**config.mk**
```make
export PLATFORM = sky130hd
export DESIGN_NAME = id_stage_pipe_flat
export DESIGN_NICKNAME = d
export VERILOG_FILES = /design/src/rtl/id_stage_pipe_if.sv /design/src/rtl/id_stage_pipe.sv /design/src/flat_wrapper.sv
export SDC_FILE = /design/constraint.sdc
export NUM_CORES = 1
export LEC_CHECK = 0
export CORE_MARGIN = 1
export CORE_UTILIZATION = 56
export DETAILED_ROUTE_END_ITERATION = 8
export PLACE_DENSITY = 0.78
export SYNTH_ARGS = -nofsm -noshare
export SYNTH_HDL_FRONTEND = slang
export SYNTH_SLANG_ARGS = --single-unit
```
**constraint.sdc**
```tcl
create_clock -name clk -period 8.6 [get_ports clk]
set_input_delay 2.15 -clock clk [delete_from_list [all_inputs] [get_ports clk]]
set_output_delay 2.15 -clock clk [all_outputs]
set_load 0.02 [all_outputs]
```
**src/rtl/id_stage_pipe_if.sv**
```systemverilog
// ID/EX pipeline boundary bundle: registered decode results handed from the
// decode stage (master) to the execute stage (slave).
interface id_stage_pipe_if #(
    parameter int BIT_NUMBER   = 32,
    parameter int REG_NUM_BITS = 4
);
    logic                    id_valid;
    logic                    wb_en;
    logic                    mem_r_en;
    logic                    mem_w_en;
    logic                    b;
    logic                    s;
    logic                    imm;
    logic [3:0]              exe_cmd;
    logic [REG_NUM_BITS-1:0] dest;
    logic [REG_NUM_BITS-1:0] src1;
    logic [REG_NUM_BITS-1:0] src2;
    logic [11:0]             shift_operand;
    logic [23:0]             signed_imm_24;
    logic [BIT_NUMBER-1:0]   val_rn;
    logic [BIT_NUMBER-1:0]   val_rm;
    logic [BIT_NUMBER-1:0]   pc_out;

    modport master (
        output id_valid, wb_en, mem_r_en, mem_w_en, b, s, imm, exe_cmd,
               dest, src1, src2, shift_operand, signed_imm_24,
               val_rn, val_rm, pc_out
    );

    modport slave (
        input  id_valid, wb_en, mem_r_en, mem_w_en, b, s, imm, exe_cmd,
               dest, src1, src2, shift_operand, signed_imm_24,
               val_rn, val_rm, pc_out
    );
endinterface

```
**src/rtl/id_stage_pipe.sv**
```systemverilog
// ARM decode stage: register file with write-first bypass, control decode,
// condition check, RAW hazard detection and a registered ID/EX boundary.
module id_stage_pipe #(
    parameter int BIT_NUMBER   = 32,
    parameter int REG_NUM_BITS = 4,
    parameter bit FORWARD_EN   = 1'b0
) (
    input  logic                    clk,
    input  logic                    rst,
    input  logic [BIT_NUMBER-1:0]   instruction,
    input  logic                    instr_valid,
    input  logic [BIT_NUMBER-1:0]   pc_in,
    input  logic [3:0]              sr,
    input  logic                    flush,
    input  logic                    wb_wb_en,
    input  logic [REG_NUM_BITS-1:0] dest_wb,
    input  logic [BIT_NUMBER-1:0]   result_wb,
    input  logic                    exe_wb_en,
    input  logic                    exe_mem_r_en,
    input  logic [REG_NUM_BITS-1:0] exe_dest,
    input  logic                    mem_wb_en,
    input  logic [REG_NUM_BITS-1:0] mem_dest,
    output logic                    stall,
    id_stage_pipe_if.master         id_ex
);
    localparam int RF_DEPTH = 2 ** REG_NUM_BITS;

    logic [3:0]              cond;
    logic [1:0]              mode;
    logic                    i_bit;
    logic [3:0]              opcode;
    logic                    s_bit;
    logic [REG_NUM_BITS-1:0] rn_idx, rd_idx, rm_idx, src2_idx;

    assign cond   = instruction[31:28];
    assign mode   = instruction[27:26];
    assign i_bit  = instruction[25];
    assign opcode = instruction[24:21];
    assign s_bit  = instruction[20];
    assign rn_idx = REG_NUM_BITS'(instruction[19:16]);
    assign rd_idx = REG_NUM_BITS'(instruction[15:12]);
    assign rm_idx = REG_NUM_BITS'(instruction[3:0]);

    // ---------------- register file ----------------
    logic [BIT_NUMBER-1:0] rf_reg [RF_DEPTH];
    logic [RF_DEPTH-1:0]   wr_sel;

    for (genvar gi = 0; gi < RF_DEPTH; gi++) begin : g_wr_sel
        assign wr_sel[gi] = wb_wb_en && (dest_wb == REG_NUM_BITS'(gi));
    end

    always_ff @(posedge clk or negedge rst) begin
        if (!rst) begin
            for (int i = 0; i < RF_DEPTH; i++) rf_reg[i] <= '0;
        end else begin
            for (int i = 0; i < RF_DEPTH; i++)
                if (wr_sel[i]) rf_reg[i] <= result_wb;
        end
    end

    logic [BIT_NUMBER-1:0] rn_val, rm_val;
    // Write-first: a value being written back this cycle is seen by the read.
    assign rn_val = (wb_wb_en && dest_wb == rn_idx)   ? result_wb : rf_reg[rn_idx];
    assign rm_val = (wb_wb_en && dest_wb == src2_idx) ? result_wb : rf_reg[src2_idx];

    // ---------------- control decode ----------------
    logic       dec_wb_en, dec_mem_r_en, dec_mem_w_en, dec_b, dec_s;
    logic [3:0] dec_exe_cmd;

    always_comb begin
        dec_wb_en    = 1'b0;
        dec_mem_r_en = 1'b0;
        dec_mem_w_en = 1'b0;
        dec_b        = 1'b0;
        dec_s        = 1'b0;
        dec_exe_cmd  = 4'b0000;
        case (mode)
            2'b00: begin
                dec_wb_en = 1'b1;
                dec_s     = s_bit;
                case (opcode)
                    4'b1101: dec_exe_cmd = 4'b0001;
                    4'b1111: dec_exe_cmd = 4'b1001;
                    4'b0100: dec_exe_cmd = 4'b0010;
                    4'b0101: dec_exe_cmd = 4'b0011;
                    4'b0010: dec_exe_cmd = 4'b0100;
                    4'b0110: dec_exe_cmd = 4'b0101;
                    4'b0000: dec_exe_cmd = 4'b0110;
                    4'b1100: dec_exe_cmd = 4'b0111;
                    4'b0001: dec_exe_cmd = 4'b1000;
                    4'b1010: begin dec_exe_cmd = 4'b0100; dec_wb_en = 1'b0; dec_s = 1'b1; end
                    4'b1000: begin dec_exe_cmd = 4'b0110; dec_wb_en = 1'b0; dec_s = 1'b1; end
                    default: begin dec_wb_en = 1'b0; dec_s = 1'b0; end
                endcase
            end
            2'b01: begin
                dec_exe_cmd = 4'b0010;
                if (s_bit) begin
                    dec_mem_r_en = 1'b1;
                    dec_wb_en    = 1'b1;
                end else begin
                    dec_mem_w_en = 1'b1;
                end
            end
            2'b10:   dec_b = 1'b1;
            default: ;
        endcase
    end

    assign src2_idx = dec_mem_w_en ? rd_idx : rm_idx;

    // ---------------- condition check ----------------
    logic flag_n, flag_z, flag_c, flag_v, cond_ok;
    assign {flag_n, flag_z, flag_c, flag_v} = sr;

    always_comb begin
        case (cond)
            4'b0000: cond_ok = flag_z;
            4'b0001: cond_ok = ~flag_z;
            4'b0010: cond_ok = flag_c;
            4'b0011: cond_ok = ~flag_c;
            4'b0100: cond_ok = flag_n;
            4'b0101: cond_ok = ~flag_n;
            4'b0110: cond_ok = flag_v;
            4'b0111: cond_ok = ~flag_v;
            4'b1000: cond_ok = flag_c & ~flag_z;
            4'b1001: cond_ok = ~flag_c | flag_z;
            4'b1010: cond_ok = (flag_n == flag_v);
            4'b1011: cond_ok = (flag_n != flag_v);
            4'b1100: cond_ok = ~flag_z & (flag_n == flag_v);
            4'b1101: cond_ok = flag_z | (flag_n != flag_v);
            4'b1110: cond_ok = 1'b1;
            default: cond_ok = 1'b0;
        endcase
    end

    // ---------------- hazard detection ----------------
    logic rn_used, two_src, match_exe, match_mem, hazard;
    assign rn_used = ~(mode == 2'b10) &
                     ~((mode == 2'b00) && (opcode == 4'b1101 || opcode == 4'b1111));
    assign two_src = ~i_bit | dec_mem_w_en;

    assign match_exe = (rn_used && rn_idx == exe_dest) || (two_src && src2_idx == exe_dest);
    assign match_mem = (rn_used && rn_idx == mem_dest) || (two_src && src2_idx == mem_dest);

    // With forwarding only a load still in EXE cannot be bypassed in time.
    if (FORWARD_EN) begin : g_fwd
        assign hazard = instr_valid & exe_wb_en & exe_mem_r_en & match_exe;
    end else begin : g_nofwd
        assign hazard = instr_valid & ((exe_wb_en & match_exe) | (mem_wb_en & match_mem));
    end

    assign stall = hazard & ~flush;

    // ---------------- ID/EX register ----------------
    logic issue;
    assign issue = ~flush & ~hazard & cond_ok & instr_valid;

    always_ff @(posedge clk or negedge rst) begin
        if (!rst) begin
            id_ex.id_valid      <= 1'b0;
            id_ex.wb_en         <= 1'b0;
            id_ex.mem_r_en      <= 1'b0;
            id_ex.mem_w_en      <= 1'b0;
            id_ex.b             <= 1'b0;
            id_ex.s             <= 1'b0;
            id_ex.imm           <= 1'b0;
            id_ex.exe_cmd       <= '0;
            id_ex.dest          <= '0;
            id_ex.src1          <= '0;
            id_ex.src2          <= '0;
            id_ex.shift_operand <= '0;
            id_ex.signed_imm_24 <= '0;
            id_ex.val_rn        <= '0;
            id_ex.val_rm        <= '0;
            id_ex.pc_out        <= '0;
        end else begin
            id_ex.id_valid      <= issue;
            id_ex.wb_en         <= issue & dec_wb_en;
            id_ex.mem_r_en      <= issue & dec_mem_r_en;
            id_ex.mem_w_en      <= issue & dec_mem_w_en;
            id_ex.b             <= issue & dec_b;
            id_ex.s             <= issue & dec_s;
            id_ex.imm           <= i_bit;
            id_ex.exe_cmd       <= dec_exe_cmd;
            id_ex.dest          <= rd_idx;
            id_ex.src1          <= rn_idx;
            id_ex.src2          <= src2_idx;
            id_ex.shift_operand <= instruction[11:0];
            id_ex.signed_imm_24 <= instruction[23:0];
            id_ex.val_rn        <= rn_val;
            id_ex.val_rm        <= rm_val;
            id_ex.pc_out        <= pc_in;
        end
    end
endmodule

```
**src/flat_wrapper.sv**
```systemverilog
// flat-port wrapper written by rule: the top's interface ports become plain ports
module id_stage_pipe_flat 
#(
    parameter int BIT_NUMBER   = 32,
    parameter int REG_NUM_BITS = 4,
    parameter bit FORWARD_EN   = 1'b0
)
  (clk, rst, instruction, instr_valid, pc_in, sr, flush, wb_wb_en, dest_wb, result_wb, exe_wb_en, exe_mem_r_en, exe_dest, mem_wb_en, mem_dest, stall, id_ex_id_valid, id_ex_wb_en, id_ex_mem_r_en, id_ex_mem_w_en, id_ex_b, id_ex_s, id_ex_imm, id_ex_exe_cmd, id_ex_dest, id_ex_src1, id_ex_src2, id_ex_shift_operand, id_ex_signed_imm_24, id_ex_val_rn, id_ex_val_rm, id_ex_pc_out);
  id_stage_pipe_if #(.BIT_NUMBER(BIT_NUMBER), .REG_NUM_BITS(REG_NUM_BITS)) id_ex_i ();
  input  logic clk;
  input  logic rst;
  input  logic [BIT_NUMBER-1:0] instruction;
  input  logic instr_valid;
  input  logic [BIT_NUMBER-1:0] pc_in;
  input  logic [3:0] sr;
  input  logic flush;
  input  logic wb_wb_en;
  input  logic [REG_NUM_BITS-1:0] dest_wb;
  input  logic [BIT_NUMBER-1:0] result_wb;
  input  logic exe_wb_en;
  input  logic exe_mem_r_en;
  input  logic [REG_NUM_BITS-1:0] exe_dest;
  input  logic mem_wb_en;
  input  logic [REG_NUM_BITS-1:0] mem_dest;
  output logic stall;
  output wire logic [$bits(id_ex_i.id_valid)-1:0] id_ex_id_valid;
  output wire logic [$bits(id_ex_i.wb_en)-1:0] id_ex_wb_en;
  output wire logic [$bits(id_ex_i.mem_r_en)-1:0] id_ex_mem_r_en;
  output wire logic [$bits(id_ex_i.mem_w_en)-1:0] id_ex_mem_w_en;
  output wire logic [$bits(id_ex_i.b)-1:0] id_ex_b;
  output wire logic [$bits(id_ex_i.s)-1:0] id_ex_s;
  output wire logic [$bits(id_ex_i.imm)-1:0] id_ex_imm;
  output wire logic [$bits(id_ex_i.exe_cmd)-1:0] id_ex_exe_cmd;
  output wire logic [$bits(id_ex_i.dest)-1:0] id_ex_dest;
  output wire logic [$bits(id_ex_i.src1)-1:0] id_ex_src1;
  output wire logic [$bits(id_ex_i.src2)-1:0] id_ex_src2;
  output wire logic [$bits(id_ex_i.shift_operand)-1:0] id_ex_shift_operand;
  output wire logic [$bits(id_ex_i.signed_imm_24)-1:0] id_ex_signed_imm_24;
  output wire logic [$bits(id_ex_i.val_rn)-1:0] id_ex_val_rn;
  output wire logic [$bits(id_ex_i.val_rm)-1:0] id_ex_val_rm;
  output wire logic [$bits(id_ex_i.pc_out)-1:0] id_ex_pc_out;
  assign id_ex_id_valid = id_ex_i.id_valid;
  assign id_ex_wb_en = id_ex_i.wb_en;
  assign id_ex_mem_r_en = id_ex_i.mem_r_en;
  assign id_ex_mem_w_en = id_ex_i.mem_w_en;
  assign id_ex_b = id_ex_i.b;
  assign id_ex_s = id_ex_i.s;
  assign id_ex_imm = id_ex_i.imm;
  assign id_ex_exe_cmd = id_ex_i.exe_cmd;
  assign id_ex_dest = id_ex_i.dest;
  assign id_ex_src1 = id_ex_i.src1;
  assign id_ex_src2 = id_ex_i.src2;
  assign id_ex_shift_operand = id_ex_i.shift_operand;
  assign id_ex_signed_imm_24 = id_ex_i.signed_imm_24;
  assign id_ex_val_rn = id_ex_i.val_rn;
  assign id_ex_val_rm = id_ex_i.val_rm;
  assign id_ex_pc_out = id_ex_i.pc_out;
  id_stage_pipe #(.BIT_NUMBER(BIT_NUMBER), .REG_NUM_BITS(REG_NUM_BITS), .FORWARD_EN(FORWARD_EN)) u_core (.clk(clk), .rst(rst), .instruction(instruction), .instr_valid(instr_valid), .pc_in(pc_in), .sr(sr), .flush(flush), .wb_wb_en(wb_wb_en), .dest_wb(dest_wb), .result_wb(result_wb), .exe_wb_en(exe_wb_en), .exe_mem_r_en(exe_mem_r_en), .exe_dest(exe_dest), .mem_wb_en(mem_wb_en), .mem_dest(mem_dest), .stall(stall), .id_ex(id_ex_i));
endmodule
```
==> qor.csv <==
stage;metric;value;unit
status;outcome;complete, no violations;
placed_design;GP Congestion;0.822;
die;Die H;241;µm
setup_path;slowest stage delay, CP;0.69;ns
setup_path;CP most frequent cell;clkdlybuf4s50_1;
hold_path;hold path depth;1;
layout;max reg flops;512;
sta;RSZ-0062 raised after global routing;false;
die;DIE AREA;57900;µm²
clock_tree;clock buffer depth;3;
clock_tree;number of setup buffers added after CTS;0;
placed_design;HPWL after detailed placement;46100;µm
yosys;largest family of logic cells by synthesized area;multiplexers;
power_and_ir_drop;LEAKAGE;15.6;nW
grt;largest net degree at the start of global routing;183;
yosys;post-synth cell types;49;
clock_tree;clk sink count;647;
grt;first-pass GRT wire length;130000;µm
sta;fraction of the cycle the final worst path needs;92.3;%
setup_path;Critical Path AT;5.78;ns
yosys;Post-Synth XOR/XNOR Area;0.604;%
placed_design;DP Cell Count;2986;
yosys;post-synthesis mux area share;39.2;%
layout;area of the multi-input gates;14800;µm²
setup_path;crit start category;input port;
run;max_cap viols;0;
power_and_ir_drop;total power draw;9.50;mW
setup_path;largest fanout on the critical path;13;
power_and_ir_drop;pwr dens;254;nW/µm²
clock_tree;CTS H-Tree Depth;3;
grt;Tot GR Track Use;30.3;%
clock_tree;Root Driver;clkbuf_16;
sta;endpoints failing setup;0;
clock_tree;CTS buffer count;70;
yosys;Mapped Avg Cell Area;15.0;µm²
power_and_ir_drop;maximum VDD drop;0.000153;V
clock_tree;CTS tree;built;
layout;FF/Latch Area;16200;µm²
die;standard-cell row count;87;
grt;grt total ovfl;0;
sta;clock skew;0.0206;ns
yosys;Seq/Total Area, Yosys;50.8;%
setup_path;path depth of the worst reg2reg path;3;
yosys;compound-gate portion of the synthesized area;3.60;%
sta;worst slew pin tran;1.08;ns
hold_path;Hold Crit Class;reg2reg;
clock_tree;latest clock arrival within the worst-skew pair;0.60;ns
sta;final setup TNS;0;ns
drt;post-route DRC violation count;0;
setup_path;crit end category;output port;
sta;Final min period;7.93;ns
yosys;synthesized flop and latch total;647;
drt;total number of vias;20300;
layout;share of cells above drive strength 1;40.9;%
drt;vias per std cell;6.52;
layout;Filler Cells Inserted;3945;
grt;number of global-route vias before repair;21300;
layout;nets;2422;
drt;DR pass1 iterations;7;
placed_design;PortBufs;274;
layout;fin cells;3115;
drt;WL/cell;27.3;µm
sta;fmax;0.126;GHz
die;Initial Util;56.6;%
setup_path;Worst path slowest cell;clkdlybuf4s50_1;
drt;number of DRC markers in iteration 0;1920;
yosys;simple-gate share of the synthesized area;2.54;%
grt;initial antenna violation count;7;
drt;ANT nets after route;0;
sta;Slew HR;28.2;%
setup_path;crit-path cells;clkdlybuf4s50_1 > nor3b_4 > mux2i_2 > xnor2_1 > or4_1 > a311oi_1 > clkdlybuf4s50_1;
drt;wire length after detailed routing;85000;µm
sta;max-slew violations;0;
yosys;Adder-Cell Fraction of Synth Area;0;%
yosys;YS warnings;0;
sta;Fin. Hold Viols;0;
setup_path;WS Path Type;in2out;
yosys;Mapped Cells;2128;
layout;Area Overhead vs Synth;17.4;%
clock_tree;Post-CTS Hold Buffers;0;
setup_path;Critical Path RT;6.45;ns
yosys;synthesized netlist net count;2248;
yosys;synthesized area;31900;µm²
die;Ports;276;
clock_tree;post-CTS sizing;0;
die;Die X;241;µm
clock_tree;Clock transition at path regs;0.05;ns
die;core box area;56300;µm²
through the flow:
step | setup WS, ns | hold WS, ns | util, % | cell area, µm²
after floorplan | 2.20 | 0.466 | - | 31900
after global placement | 0.727 | 0.492 | 62.2 | 35000
after detailed placement | 0.700 | 0.504 | 62.2 | 35000
after CTS | 0.694 | 0.518 | 66.5 | 37400
after global routing | 0.514 | 0.540 | 66.5 | 37400
final | 0.665 | 0.525 | 66.5 | 37400
worst max-delay path, delay by kind of cell:
| family | cells | cell delay (ns) |
|---|---|---|
| xor+xnor | 1 | 0.13 |
| simple gates | 2 | 1.22 |
| mux | 1 | 0.67 |
| compound gates | 1 | 0.28 |
| buf+inv | 2 | 1.33 |
layout make-up:
type	instances	share of cell area [%]
Antenna cell	2	0.0134
Clock buffer	105	5.69
Clock inverter	22	0.765
Inverter	15	0.174
Multi-Input combinational cell	1257	39.4
Sequential cell	647	43.2
Tap cell	756	2.53
Timing Repair Buffer	311	8.17
layer usage:
layer	routed length [µm]	vias to the layer above	global-route usage, %	part of all wire, %
met5	56	-	0	0.066
met1	35400	10800	43.0	42
li1	-	8403	-	-
met3	6980	185	6.53	8.2
met2	40000	912	46.6	47
met4	2590	10	10.5	3.0
synthesized netlist by cell type, drive strengths merged:
library cell / count / area (µm²)
a2111oi: 1 / 8.76
o21ai: 11 / 55.1
or4: 3 / 22.5
dfrtp: 647 / 16200
inv: 15 / 56.3
mux2: 539 / 6070
nand2b: 8 / 50.1
o2111a: 1 / 11.3
nand3: 10 / 50.1
and3b: 1 / 8.76
o32ai: 1 / 8.76
clkbuf: 135 / 507
nand4: 3 / 18.8
or3: 4 / 25.0
a211oi: 33 / 248
nand2: 67 / 251
nor3: 5 / 25.0
a31oi: 33 / 269
nor4: 5 / 31.3
xnor2: 10 / 87.6
a2bb2oi: 1 / 8.76
a221oi: 2 / 17.5
a222oi: 1 / 10.0
a21boi: 2 / 15.0
mux4: 226 / 5090
nand3b: 3 / 22.5
o22ai: 64 / 400
nor3b: 4 / 41.3
buf: 74 / 482
or3b: 1 / 8.76
nor2: 55 / 231
o31ai: 1 / 7.51
mux2i: 133 / 1340
nor4b: 1 / 8.76
o32a: 1 / 10.0
o211ai: 3 / 22.5
nor2b: 1 / 6.26
a311oi: 1 / 8.76
xor2: 12 / 105
and3: 1 / 6.26
a21oi: 9 / 45.0
path summary, 6_finish.rpt:
kind | from | endpoint | slack, ns
max in group asynchronous | rst | u_core.id_ex.val_rn[10]$_DFF_PN0_ | 5.44
min in group asynchronous | rst | u_core.id_ex.shift_operand[9]$_DFF_PN0_ | 1.58
hold / removal | u_core.rf_reg[109]$_DFFE_PN0P_ | u_core.rf_reg[109]$_DFFE_PN0P_ | 0.52
setup / recovery | instruction[26] | stall | 0.67
hold reg to reg | u_core.rf_reg[109]$_DFFE_PN0P_ | u_core.rf_reg[109]$_DFFE_PN0P_ | 0.52
setup reg to reg | u_core.rf_reg[384]$_DFFE_PN0P_ | u_core.id_ex.val_rn[0]$_DFF_PN0_ | 6.80
power breakdown:
| part | internal, mW | switching [mW] | total [mW] |
|---|---|---|---|
| Clock | 1.90 | 1.25 | 3.15 |
| Combinational | 1.29 | 0.876 | 2.17 |
| Sequential | 3.72 | 0.468 | 4.19 |
| Total | 6.91 | 2.59 | 9.50 |
cell usage in the layout, fill, tap and decap left out, types with 33 or more instances in the layout:
master / n
buf_4: 34
nand2_1: 66
mux2_2: 539
dfrtp_1: 647
a211oi_1: 33
nor2_1: 34
clkbuf_16: 74
o22ai_1: 64
mux2i_1: 132
clkdlybuf4s50_1: 269
mux4_2: 226
cells by family after synthesis:
family,count (synthesis)
muxes,898
AOI/OAI and AO/OA,165
DFF,647
buffers and inverters,224
and+or+nand+nor,172
xor gates and xnor gates,22
Power figures use the tool's default switching activity.
